===== src/rtl/rb_dump_ctrl_pkg.sv =====
// rtl/rb_dump_ctrl_pkg.sv - shared defaults, FSM states and helpers for rb_dump_ctrl (RB_DUMP_CHECKSUM_EN adds CHKSUM)
package rb_dump_ctrl_pkg;

    localparam int NB_DATA_DEF = 32;
    localparam int NB_REG_DEF  = 5;
    localparam int N_REGS_DEF  = 32;
    localparam int NB_BYTE_DEF = 8;

    typedef enum logic [2:0] {
        ST_IDLE,
        ST_READ,
        ST_CAPTURE,
        ST_SEND,
`ifdef RB_DUMP_CHECKSUM_EN
        ST_CHKSUM,
`endif
        ST_DONE
    } state_t;

    // Index counters need at least one bit even for a single-byte word.
    function automatic int idx_width(input int n);
        return (n > 1) ? $clog2(n) : 1;
    endfunction

endpackage


===== src/rtl/rb_dump_ctrl_word_serializer.sv =====
// rtl/rb_dump_ctrl_word_serializer.sv - loads one word and hands it out MSB-first, one byte per valid/ready transfer
module rb_dump_ctrl_word_serializer
    import rb_dump_ctrl_pkg::*;
#(
    parameter int NB_DATA = NB_DATA_DEF,
    parameter int NB_BYTE = NB_BYTE_DEF
) (
    input  logic               i_clock,
    input  logic               i_reset,
    input  logic               i_load,
    input  logic [NB_DATA-1:0] i_data,
    input  logic               i_tx_ready,
    output logic [NB_BYTE-1:0] o_tx_data,
    output logic               o_tx_valid,
    output logic               o_last
);

    localparam int BYTES_PER_WORD = NB_DATA / NB_BYTE;
    localparam int NB_IDX = idx_width(BYTES_PER_WORD);
    localparam logic [NB_IDX-1:0] LAST_IDX = NB_IDX'(BYTES_PER_WORD - 1);

    logic [NB_DATA-1:0] shift;
    logic [NB_IDX-1:0]  idx;
    logic               valid;
    logic               xfer;

    assign o_tx_data  = shift[NB_DATA-1 -: NB_BYTE];
    assign o_tx_valid = valid;
    assign xfer       = valid & i_tx_ready;
    assign o_last     = xfer && (idx == LAST_IDX);

    always_ff @(posedge i_clock) begin
        if (!i_reset) begin
            shift <= '0;
            idx   <= '0;
            valid <= 1'b0;
        end else if (i_load) begin
            shift <= i_data;
            idx   <= '0;
            valid <= 1'b1;
        end else if (xfer) begin
            shift <= shift << NB_BYTE;
            idx   <= idx + 1'b1;
            if (idx == LAST_IDX) begin
                valid <= 1'b0;
            end
        end
    end

endmodule


===== src/rtl/rb_dump_ctrl.sv =====
// rtl/rb_dump_ctrl.sv - register bank dump FSM: read, capture, byte-stream each word (RB_DUMP_CHECKSUM_EN appends XOR byte)
module rb_dump_ctrl
    import rb_dump_ctrl_pkg::*;
#(
    parameter int NB_DATA = NB_DATA_DEF,
    parameter int NB_REG  = NB_REG_DEF,
    parameter int N_REGS  = N_REGS_DEF,
    parameter int NB_BYTE = NB_BYTE_DEF
) (
    input  logic               i_clock,
    input  logic               i_reset,
    input  logic               i_start,
    input  logic [NB_DATA-1:0] i_rb_data,
    input  logic               i_tx_ready,
    output logic               o_rb_read_enable,
    output logic [NB_REG-1:0]  o_rb_read_addr,
    output logic [NB_BYTE-1:0] o_tx_data,
    output logic               o_tx_valid,
    output logic               o_busy,
    output logic               o_done
);

    localparam logic [NB_REG-1:0] LAST_REG = NB_REG'(N_REGS - 1);

    state_t             state;
    logic [NB_REG-1:0]  counter;
    logic               ser_load;
    logic               ser_last;
    logic               ser_valid;
    logic [NB_BYTE-1:0] ser_data;

    assign ser_load       = (state == ST_CAPTURE);
    assign o_rb_read_addr = counter;

    rb_dump_ctrl_word_serializer #(
        .NB_DATA (NB_DATA),
        .NB_BYTE (NB_BYTE)
    ) u_serializer (
        .i_clock    (i_clock),
        .i_reset    (i_reset),
        .i_load     (ser_load),
        .i_data     (i_rb_data),
        .i_tx_ready (i_tx_ready),
        .o_tx_data  (ser_data),
        .o_tx_valid (ser_valid),
        .o_last     (ser_last)
    );

`ifdef RB_DUMP_CHECKSUM_EN
    logic [NB_BYTE-1:0] checksum;
    logic               chk_valid;

    assign o_tx_data  = chk_valid ? checksum : ser_data;
    assign o_tx_valid = ser_valid | chk_valid;
`else
    assign o_tx_data  = ser_data;
    assign o_tx_valid = ser_valid;
`endif

    always_ff @(posedge i_clock) begin
        if (!i_reset) begin
            state            <= ST_IDLE;
            counter          <= '0;
            o_rb_read_enable <= 1'b0;
            o_busy           <= 1'b0;
            o_done           <= 1'b0;
`ifdef RB_DUMP_CHECKSUM_EN
            checksum         <= '0;
            chk_valid        <= 1'b0;
`endif
        end else begin
            o_rb_read_enable <= 1'b0;
            o_done           <= 1'b0;
            case (state)
                ST_IDLE: begin
                    if (i_start) begin
                        state            <= ST_READ;
                        counter          <= '0;
                        o_rb_read_enable <= 1'b1;
                        o_busy           <= 1'b1;
`ifdef RB_DUMP_CHECKSUM_EN
                        checksum         <= '0;
`endif
                    end
                end
                ST_READ:    state <= ST_CAPTURE;
                ST_CAPTURE: state <= ST_SEND;
                ST_SEND: begin
`ifdef RB_DUMP_CHECKSUM_EN
                    if (ser_valid && i_tx_ready) begin
                        checksum <= checksum ^ ser_data;
                    end
`endif
                    if (ser_last) begin
                        if (counter == LAST_REG) begin
`ifdef RB_DUMP_CHECKSUM_EN
                            state     <= ST_CHKSUM;
                            chk_valid <= 1'b1;
`else
                            state  <= ST_DONE;
                            o_done <= 1'b1;
`endif
                        end else begin
                            counter          <= counter + 1'b1;
                            state            <= ST_READ;
                            o_rb_read_enable <= 1'b1;
                        end
                    end
                end
`ifdef RB_DUMP_CHECKSUM_EN
                ST_CHKSUM: begin
                    if (i_tx_ready) begin
                        chk_valid <= 1'b0;
                        state     <= ST_DONE;
                        o_done    <= 1'b1;
                    end
                end
`endif
                ST_DONE: begin
                    state  <= ST_IDLE;
                    o_busy <= 1'b0;
                end
                default: state <= ST_IDLE;
            endcase
        end
    end

endmodule


===== config.mk =====
export PLATFORM = sky130hd
export DESIGN_NAME = rb_dump_ctrl
export DESIGN_NICKNAME = d
export VERILOG_FILES = /design/src/rtl/rb_dump_ctrl_pkg.sv /design/src/rtl/rb_dump_ctrl_word_serializer.sv /design/src/rtl/rb_dump_ctrl.sv
export SDC_FILE = /design/constraint.sdc
export NUM_CORES = 1
export LEC_CHECK = 0
export ABC_CLOCK_PERIOD_IN_PS = 2480
export CAP_MARGIN = 20
export CORE_MARGIN = 2
export CORE_UTILIZATION = 52
export CTS_CLUSTER_DIAMETER = 60
export DETAILED_ROUTE_END_ITERATION = 16
export GPL_TIMING_DRIVEN = 0
export HOLD_SLACK_MARGIN = 0.02
export PLACE_DENSITY = 0.84
export SYNTH_ARGS = -nofsm -noshare
export SYNTH_HDL_FRONTEND = slang
export SYNTH_SLANG_ARGS = --single-unit

===== constraint.sdc =====
create_clock -name i_clock -period 2.48 [get_ports i_clock]
set_input_delay 0.744 -clock i_clock [delete_from_list [all_inputs] [get_ports i_clock]]
set_output_delay 0.744 -clock i_clock [all_outputs]
set_load 0.005 [all_outputs]

; ---- Yosys cells after proc, flatten, opt, wreduce, memory -nomap -nowiden
; Index checks and enable logic that the tools add are counted.
; Widths: inputs -> output; s select.
[word_totals]
regBits = 46
latch_bits = 0
ramBits = 0
mem_bits_ro = 0
in_bits = 36
wordCells = 53
n_memories = 0
[classes]
add_sub_neg = 2
mul = 0
n_div = 0
magnitude_cmp = 0
eq_ne = 9
n_shift = 0
mux = 20
n_bitwise = 2
n_reduce_logical = 12
[ops]
columns = operator, count
row1 = $mux 32, 2
row2 = $mux 5, 3
row3 = $pmux 3 s4, 1
row4 = $pmux 5 s2, 1
row5 = $mux 3, 3
row6 = $mux 1, 8
row7 = $reduce_bool 2->1, 4
row8 = $eq 3x2->1 const B, 2
row9 = $ne 2x2->1 const B, 3
row10 = $reduce_and 2->1, 3
row11 = $add 5x1->5 const B, 1
row12 = $eq 5x5->1 const B, 1
row13 = $pmux 1 s2, 2
row14 = $reduce_and 4->1, 1
row15 = $eq 3x1->1 const B, 1
row16 = $eq 3x3->1 const B, 1
row17 = $logic_not 3->1, 1
row18 = $reduce_and 3->1, 1
row19 = $add 2x1->2 const B, 1
row20 = $eq 2x2->1 const B, 1
row21 = $reduce_or 2->1, 1
row22 = $and 1x1->1, 1
row23 = $logic_and 1x1->1, 1
row24 = $not 1->1, 1

; ---- Logic depth before layout (Yosys ltp)
[logic_depth]
ltp_word = 4
depth_mapped = 6

; ---- By module
; From an unflattened synthesis, not the netlist that was laid out.
[hier_totals]
hier_cells = 215
hier_area_um2 = 2059.5
[by_module_without_submodules]
columns = module, instances, cells_each, area_per_inst_um2, seq_area_each_um2
row1 = rb_dump_ctrl_word_serializer, 1, 165, 1562.7, 700.7
row2 = rb_dump_ctrl, 1, 50, 496.7, 220.2

; ---- Worst setup path after synthesis
; Ideal clock, no wire load.
[synth_path]
kind = in2reg
startpoint = in i_tx_ready
endpoint = reg u_serializer.shift[20]
t_arrival_ns = 1.662
setup_slack_ns = 0.730
path_stages = 5
n_path_buf = 2
path_cell_list = buf_2 nand2_1 clkbuf_1 nand2_1 a311oi_2
[synth_between]
elab_chain_cells = 2
[synth_lines]
columns = element, line
row1 = start: declaration, rb_dump_ctrl.sv:14  ; input logic i_tx_ready,
row2 = $and 1x1->1, rb_dump_ctrl_word_serializer.sv:29  ; assign xfer = valid & i_tx_ready;
row3 = $reduce_bool 2->1 (no line), -
row4 = end signal: assignment, rb_dump_ctrl_word_serializer.sv:38  ; shift <= i_data;
row5 = end signal: assignment, rb_dump_ctrl_word_serializer.sv:42  ; shift <= shift << NB_BYTE;
row6 = end: declaration, rb_dump_ctrl_word_serializer.sv:22  ; logic [NB_DATA-1:0] shift;
; Every way passes these cells.
; A chain may end at the register's enable or synchronous reset.

; ---- Final worst setup path
[layout_path]
startpoint = in i_tx_ready
endpoint = reg u_serializer.shift[23]
; The elaborated chain is that of the path after synthesis.

==> impl_metrics.env <==
export IMPL_antennaDiodeCount=0
export IMPL_period_minus_slack_ps=2212
export IMPL_clock_sinks=46
export IMPL_ys_warn_count=0
export IMPL_synth_edff_count=0
export IMPL_grt_max_degree=13
export IMPL_synth_top_area_cell="dfxtp_1"
export IMPL_syn_num_nets=289
export IMPL_reg2reg_to="o_rb_read_addr[4]"
export IMPL_clock_tree_root_cell="clkbuf_8"
export IMPL_ant_nets=0
export IMPL_worst_slew_pin_slew_ps=564.3
export IMPL_crit_path_start_kind="primary input"
export IMPL_area_growth_synth_to_final_pct=31.24
export IMPL_grt_remaining_overflow=0
export IMPL_hold_class="reg2reg"
export IMPL_cts_setup_buffers=0
export IMPL_numPortBuffers=52
export IMPL_fmax_mhz=452.0
export IMPL_worst_setup_path_end_kind="flop"
export IMPL_ys_flop_type="dfxtp_1"
export IMPL_cts_buffers=5
export IMPL_yosysMostFrequentCell="dfxtp_1"
export IMPL_cp_required_ps=2680
export IMPL_viasPerCell=5.841
export IMPL_grt_usage_pct=24.75
export IMPL_syn_area_mm2=0.002111
export IMPL_num_fill_cells=343
export IMPL_synthTopCellsByArea="dfxtp_1 (44%), a311oi_1 (9.5%), nand3_1 (8.5%)"
export IMPL_ctsHoldBuffers=0
export IMPL_routedWlPerCell_um=14.63
export IMPL_path_common_cell="nand2_1"
export IMPL_critical_path_max_stage_delay_ps=420
export IMPL_regToRegSetupSlack_ps=580
export IMPL_fin_crit_sh_pct=89.21
export IMPL_path_cells="clkdlybuf4s50_1 -> buf_2 -> nand2_1 -> clkbuf_1 -> nand2_1 -> a311oi_1"
export IMPL_synthTopCellsByCount="dfxtp_1 (46), nand2_1 (40), nand3_1 (36)"
export IMPL_die_area_mm2=0.004585
export IMPL_grt_pass1_wl_um=8528
export IMPL_critPathMaxFanout=10
export IMPL_worstHoldEndpoint="u_serializer.shift[1]"
export IMPL_synth_avg_cell_area_um2=8.443
export IMPL_layout_setup_ws_ps=267.6
export IMPL_ys_ff_latch=46
export IMPL_gp_congestion=0.8442
export IMPL_crit_type="in2reg"
export IMPL_synth_cell_type_count=34
export IMPL_insertion_delay_ps=300
export IMPL_cts_repair_resized=0
export IMPL_powerDensity_mw_per_mm2=555.5
export IMPL_tritoncts="done"
export IMPL_setup_violations=0
export IMPL_clockBufferDepth=2
export IMPL_rsz0062_at_grt="false"
export IMPL_grt_pass1_vias=1996
export IMPL_layout_nets=348
export IMPL_drt_initial_drc_count=171
export IMPL_reg2reg_depth=6
export IMPL_holdPathStages=2
export IMPL_core_mm2=0.003943
export IMPL_chipHeight_um=67.71
export IMPL_synth_top_cell_area_share_pct=43.63
export IMPL_pre_cts_ws_ps=10.99
export IMPL_syn_inst=250
export IMPL_finalHoldViolations=0
export IMPL_status="completed"
export IMPL_arrival_ps=2410
export IMPL_clk_transition_reported_paths_ps=80
export IMPL_tns_ps=0
export IMPL_start_util_pct=53.54
export IMPL_async_flop_share_pct=0
export IMPL_cts_max_level=2
export IMPL_maxCapViolations=0
export IMPL_first_pass_iters=4
export IMPL_die_w_um=67.71
export IMPL_ir_drop_uv=382.4
export IMPL_maxSlewHeadroom_pct=62.22
export IMPL_row_count=23
export IMPL_holdCritStartpoint="u_serializer.shift[1]"
export IMPL_r2r_start="o_rb_read_addr[0]"
export IMPL_drc=0
export IMPL_dp_hpwl_um=3725
export IMPL_antenna_found_initial=0
export IMPL_ys_seq_area_share_pct=43.63
export IMPL_drv_slew=0
export IMPL_critPathSlowestCell="clkdlybuf4s50_1"
export IMPL_finClkSkew_ps=8.545
export IMPL_routed_wl_um=5252
export IMPL_drive_gt1_share_pct=8.738
export IMPL_vias=2097
export IMPL_num_io_pins=53
export IMPL_p_leak_uw=0.0009932
## cells by family (layout without fill, tap and decap cells)
| kind of cell | after synthesis | in the layout | share of synthesized area, % |
|---|---|---|---|
| and+or+nand+nor | 121 | 121 | 27.33 |
| AOI/OAI and AO/OA | 48 | 48 | 17.78 |
| DFF | 46 | 46 | 43.63 |
| buffers and inverters | 31 | 90 | 9.069 |
| adders and majority gates | 3 | 3 | 1.778 |
| xor gates and xnor gates | 1 | 1 | 0.4150 |
## per-stage QoR
stage / cells / instance area [um2] / hold WS, ps / utilization, % / total power [uW]
2_1_floorplan: 250 / 2111 / 437.2 / - / 991.8
5_1_grt: 359 / 2770 / 483.1 / 70.26 / 1609
6_report: 359 / 2770 / 469.6 / 70.26 / 1539
3_5_place_dp: 352 / 2694 / 459.0 / 68.33 / 1124
4_1_cts: 359 / 2770 / 470.9 / 70.26 / 1546
3_3_place_gp: 352 / 2694 / 444.6 / 68.33 / 1117
## registers in the layout, summed over array words and instances (netlist names)
name,count
u_serializer.shift,32
o_rb_read_addr,5
state,3
u_serializer.idx,2
o_busy,1
o_done,1
o_rb_read_enable,1
u_serializer.o_tx_valid,1
## how the worst max path moves through the flow
stage	startpoint	to	depth (start not counted)
after floorplan	i_tx_ready	u_serializer.shift[20]	5
after global placement	i_tx_ready	u_serializer.shift[30]	6
after CTS	i_tx_ready	u_serializer.shift[23]	6
final	i_tx_ready	u_serializer.shift[23]	6
after global routing	i_tx_ready	u_serializer.shift[24]	6
after detailed placement	i_tx_ready	u_serializer.shift[30]	6
## critical path: cells and delay by family
family / cells / cell delay, ps
buffers and inverters: 3 / 1020
AOI/OAI and AO/OA: 1 / 310
and+or+nand+nor: 2 / 330
## where the power goes
part | total, uW | switching, uW | internal, uW | leakage, uW
combinational | 294 | 139 | 156 | 0.000579
clock | 428 | 233 | 194 | 0.0000383
sequential | 817 | 27.4 | 789 | 0.000376
total | 1540 | 399 | 1140 | 0.000993
## placed cells by master, fill, tap and decap left out, types with 3 or more instances in the layout
master,n
clkdlybuf4s50_1,52
a32o_1,3
buf_2,3
buf_4,9
dfxtp_1,46
clkbuf_1,12
a311oi_1,23
nor2_1,29
a21oi_1,12
ha_1,3
nand2_1,40
buf_6,5
and4b_1,4
nand3_1,36
clkbuf_8,5
nor4_1,3
## layout make-up
class | instances | area, um2 | share of cell area, %
multi-input cells | 173 | 998.5 | 36.04
flip-flops and latches | 46 | 920.9 | 33.24
repair buffers | 52 | 520.5 | 18.79
plain buffers | 29 | 183.9 | 6.640
clock buffers | 7 | 76.32 | 2.755
well taps | 50 | 62.56 | 2.258
inverters | 2 | 7.507 | 0.2710
## per-layer routing
metal | GRT usage [%] | wire length, um
met1 | 28.94 | 2242
met2 | 43.01 | 2568
met3 | 6.000 | 372
met4 | 10.20 | 69
met5 | 0 | 0
Power figures use the tool's default switching activity.
==> RTL change: new RTL, config.mk and constraints unchanged <==
Change the package constant `NB_REG_DEF` from 5 to 10.
--- a/src/rtl/rb_dump_ctrl_pkg.sv
+++ b/src/rtl/rb_dump_ctrl_pkg.sv
@@ -3,5 +3,5 @@
 
     localparam int NB_DATA_DEF = 32;
-    localparam int NB_REG_DEF  = 5;
+    localparam int NB_REG_DEF  = 10;
     localparam int N_REGS_DEF  = 32;
     localparam int NB_BYTE_DEF = 8;
Interface: changed (resized o_rb_read_addr); port bits go from 53 to 58. No check against the original RTL was run, so the function may have changed too.
==> RTL change against the unedited design <==
Fmax is 5.3% lower. Power is 19% higher. Wire length up 12%. Synthesized area increased by 13%. Sequential cell count rose by 5. Sequential power up 11%. Worst setup slack got worse by 120 ps. Cell area is 13% higher. Combinational power rose by 7.1%. Highest routed layer unchanged.
==> RTL change: results (changes against the unedited design) <==
| Metric | Value |
|---|---|
| Vias in the first global route | 2188 (was 1996) |
| PortBufs | 57 (was 52) |
| DPL Wire Length | 4070 µm (was 3730 µm) |
| Worst reg2reg path endpoint | u_serializer.shift[31]$_SDFFE_PN0P_ (was o_rb_read_addr[4]$_SDFFE_PN0P_) |
| R2R cell count | 5 (was 6) |
| Synth cell types | 45 (was 34) |
| R2R Setup Slk | 640 ps (was 580 ps) |
| Max rail drop VDD | 0.000392 V (was 0.000382 V) |
| Share of layout cells above drive strength 1 | 8.50% (was 8.74%) |
| Cell Int Power | 1.37 mW (was 1.14 mW) |
| DR vias/cell | 5.79 (was 5.84) |
| GR Layer Usage met3 | 4.36% (was 6.00%) |
| Max stage delay on crit path | 480 ps (was 420 ps) |
| Hold_ws | 473 ps (was 470 ps) |
| Worst r2r src | state[0]$_SDFFE_PN0P_ (was o_rb_read_addr[0]$_SDFFE_PN0P_) |
| Outcome | completed (unchanged) |
| Synth top area share | 42.9% (was 43.6%) |
| Worst Skew | 13.4 ps (was 8.55 ps) |
| M1 GR Usage | 31.4% (was 28.9%) |
| Synthesized Nets | 326 (was 289) |
| Top cells by area, synth | dfxtp_1 (43%), a311oi_1 (8.8%), nand3_1 (7.8%) (was dfxtp_1 (44%), a311oi_1 (9.5%), nand3_1 (8.5%)) |
| Fin nets | 390 (was 348) |
| Pre-CTS setup slack | -166 ps (was 11.0 ps) |
| RD Place Congestion | 0.809 (was 0.844) |
| Hold_sp | u_serializer.idx[1]$_SDFFE_PP0P_ (was u_serializer.shift[1]$_SDFFE_PN0P_) |
| Register area share after synthesis | 42.9% (was 43.6%) |
## RTL change: worst max path at each step
stage	end	depth (start not counted)	from	slack, ps
after global routing	o_rb_read_addr[9]$_SDFFE_PN0P_	7	i_tx_ready	70
after floorplan	o_rb_read_addr[9]$_SDFFE_PN0P_	6	i_tx_ready	480
after global placement	o_rb_read_addr[9]$_SDFFE_PN0P_	7	i_tx_ready	-180
after CTS	o_rb_read_addr[9]$_SDFFE_PN0P_	7	i_tx_ready	150
after detailed placement	o_rb_read_addr[9]$_SDFFE_PN0P_	7	i_tx_ready	-170
final	o_rb_read_addr[9]$_SDFFE_PN0P_	7	i_tx_ready	140
## RTL change: layout make-up
type                    instances  share of cell area (%)
plain buffers                  33                    5.67
clock buffers                   6                    2.63
clock inverters                 2                    1.24
inverters                       2                   0.240
multi-input cells             202                    37.4
flip-flops and latches         51                    32.6
well taps                      52                    2.08
repair buffers                 57                    18.2
## RTL change: worst register-to-register path, cell delays in order, from the launching register on
cell	delay (ps)
dfxtp_1	500
nor2_1	90
nand2_1	140
clkbuf_1	380
clkbuf_1	410
a311oi_1	180
## RTL change: metal layers
metal	part of all wire, %	up-vias
li1	-	1164
met1	45	1092
met2	48	80
met3	5.1	9
met4	1.4	0
met5	0	-
## RTL change: power by group through the flow
stage / clock network [mW] / logic [mW] / registers (mW)
floorplan: 0 / 0.178 / 0.919
global placement: 0 / 0.304 / 0.924
detailed placement: 0 / 0.309 / 0.926
CTS: 0.615 / 0.314 / 0.907
global route: 0.656 / 0.346 / 0.916
finish: 0.613 / 0.315 / 0.908
## RTL change: logic make-up (layout without fill, tap and decap cells)
logic type      after synthesis  after routing  share of synthesized area (%)
compound gates               64             64                           20.4
xor+xnor                      1              1                          0.368
fa+ha+maj                     2              2                           1.05
buf+inv                      35            100                           7.79
flops                        51             51                           42.9
simple gates                135            135                           27.5
## RTL change: through the flow
step / setup TNS [ps] / instances / area (µm²)
3_5_place_dp: -303 / 397 / 3010
6_report: 0 / 405 / 3130
4_1_cts: 0 / 405 / 3130
5_1_grt: 0 / 405 / 3130
3_3_place_gp: -248 / 397 / 3010
2_1_floorplan: 0 / 288 / 2380
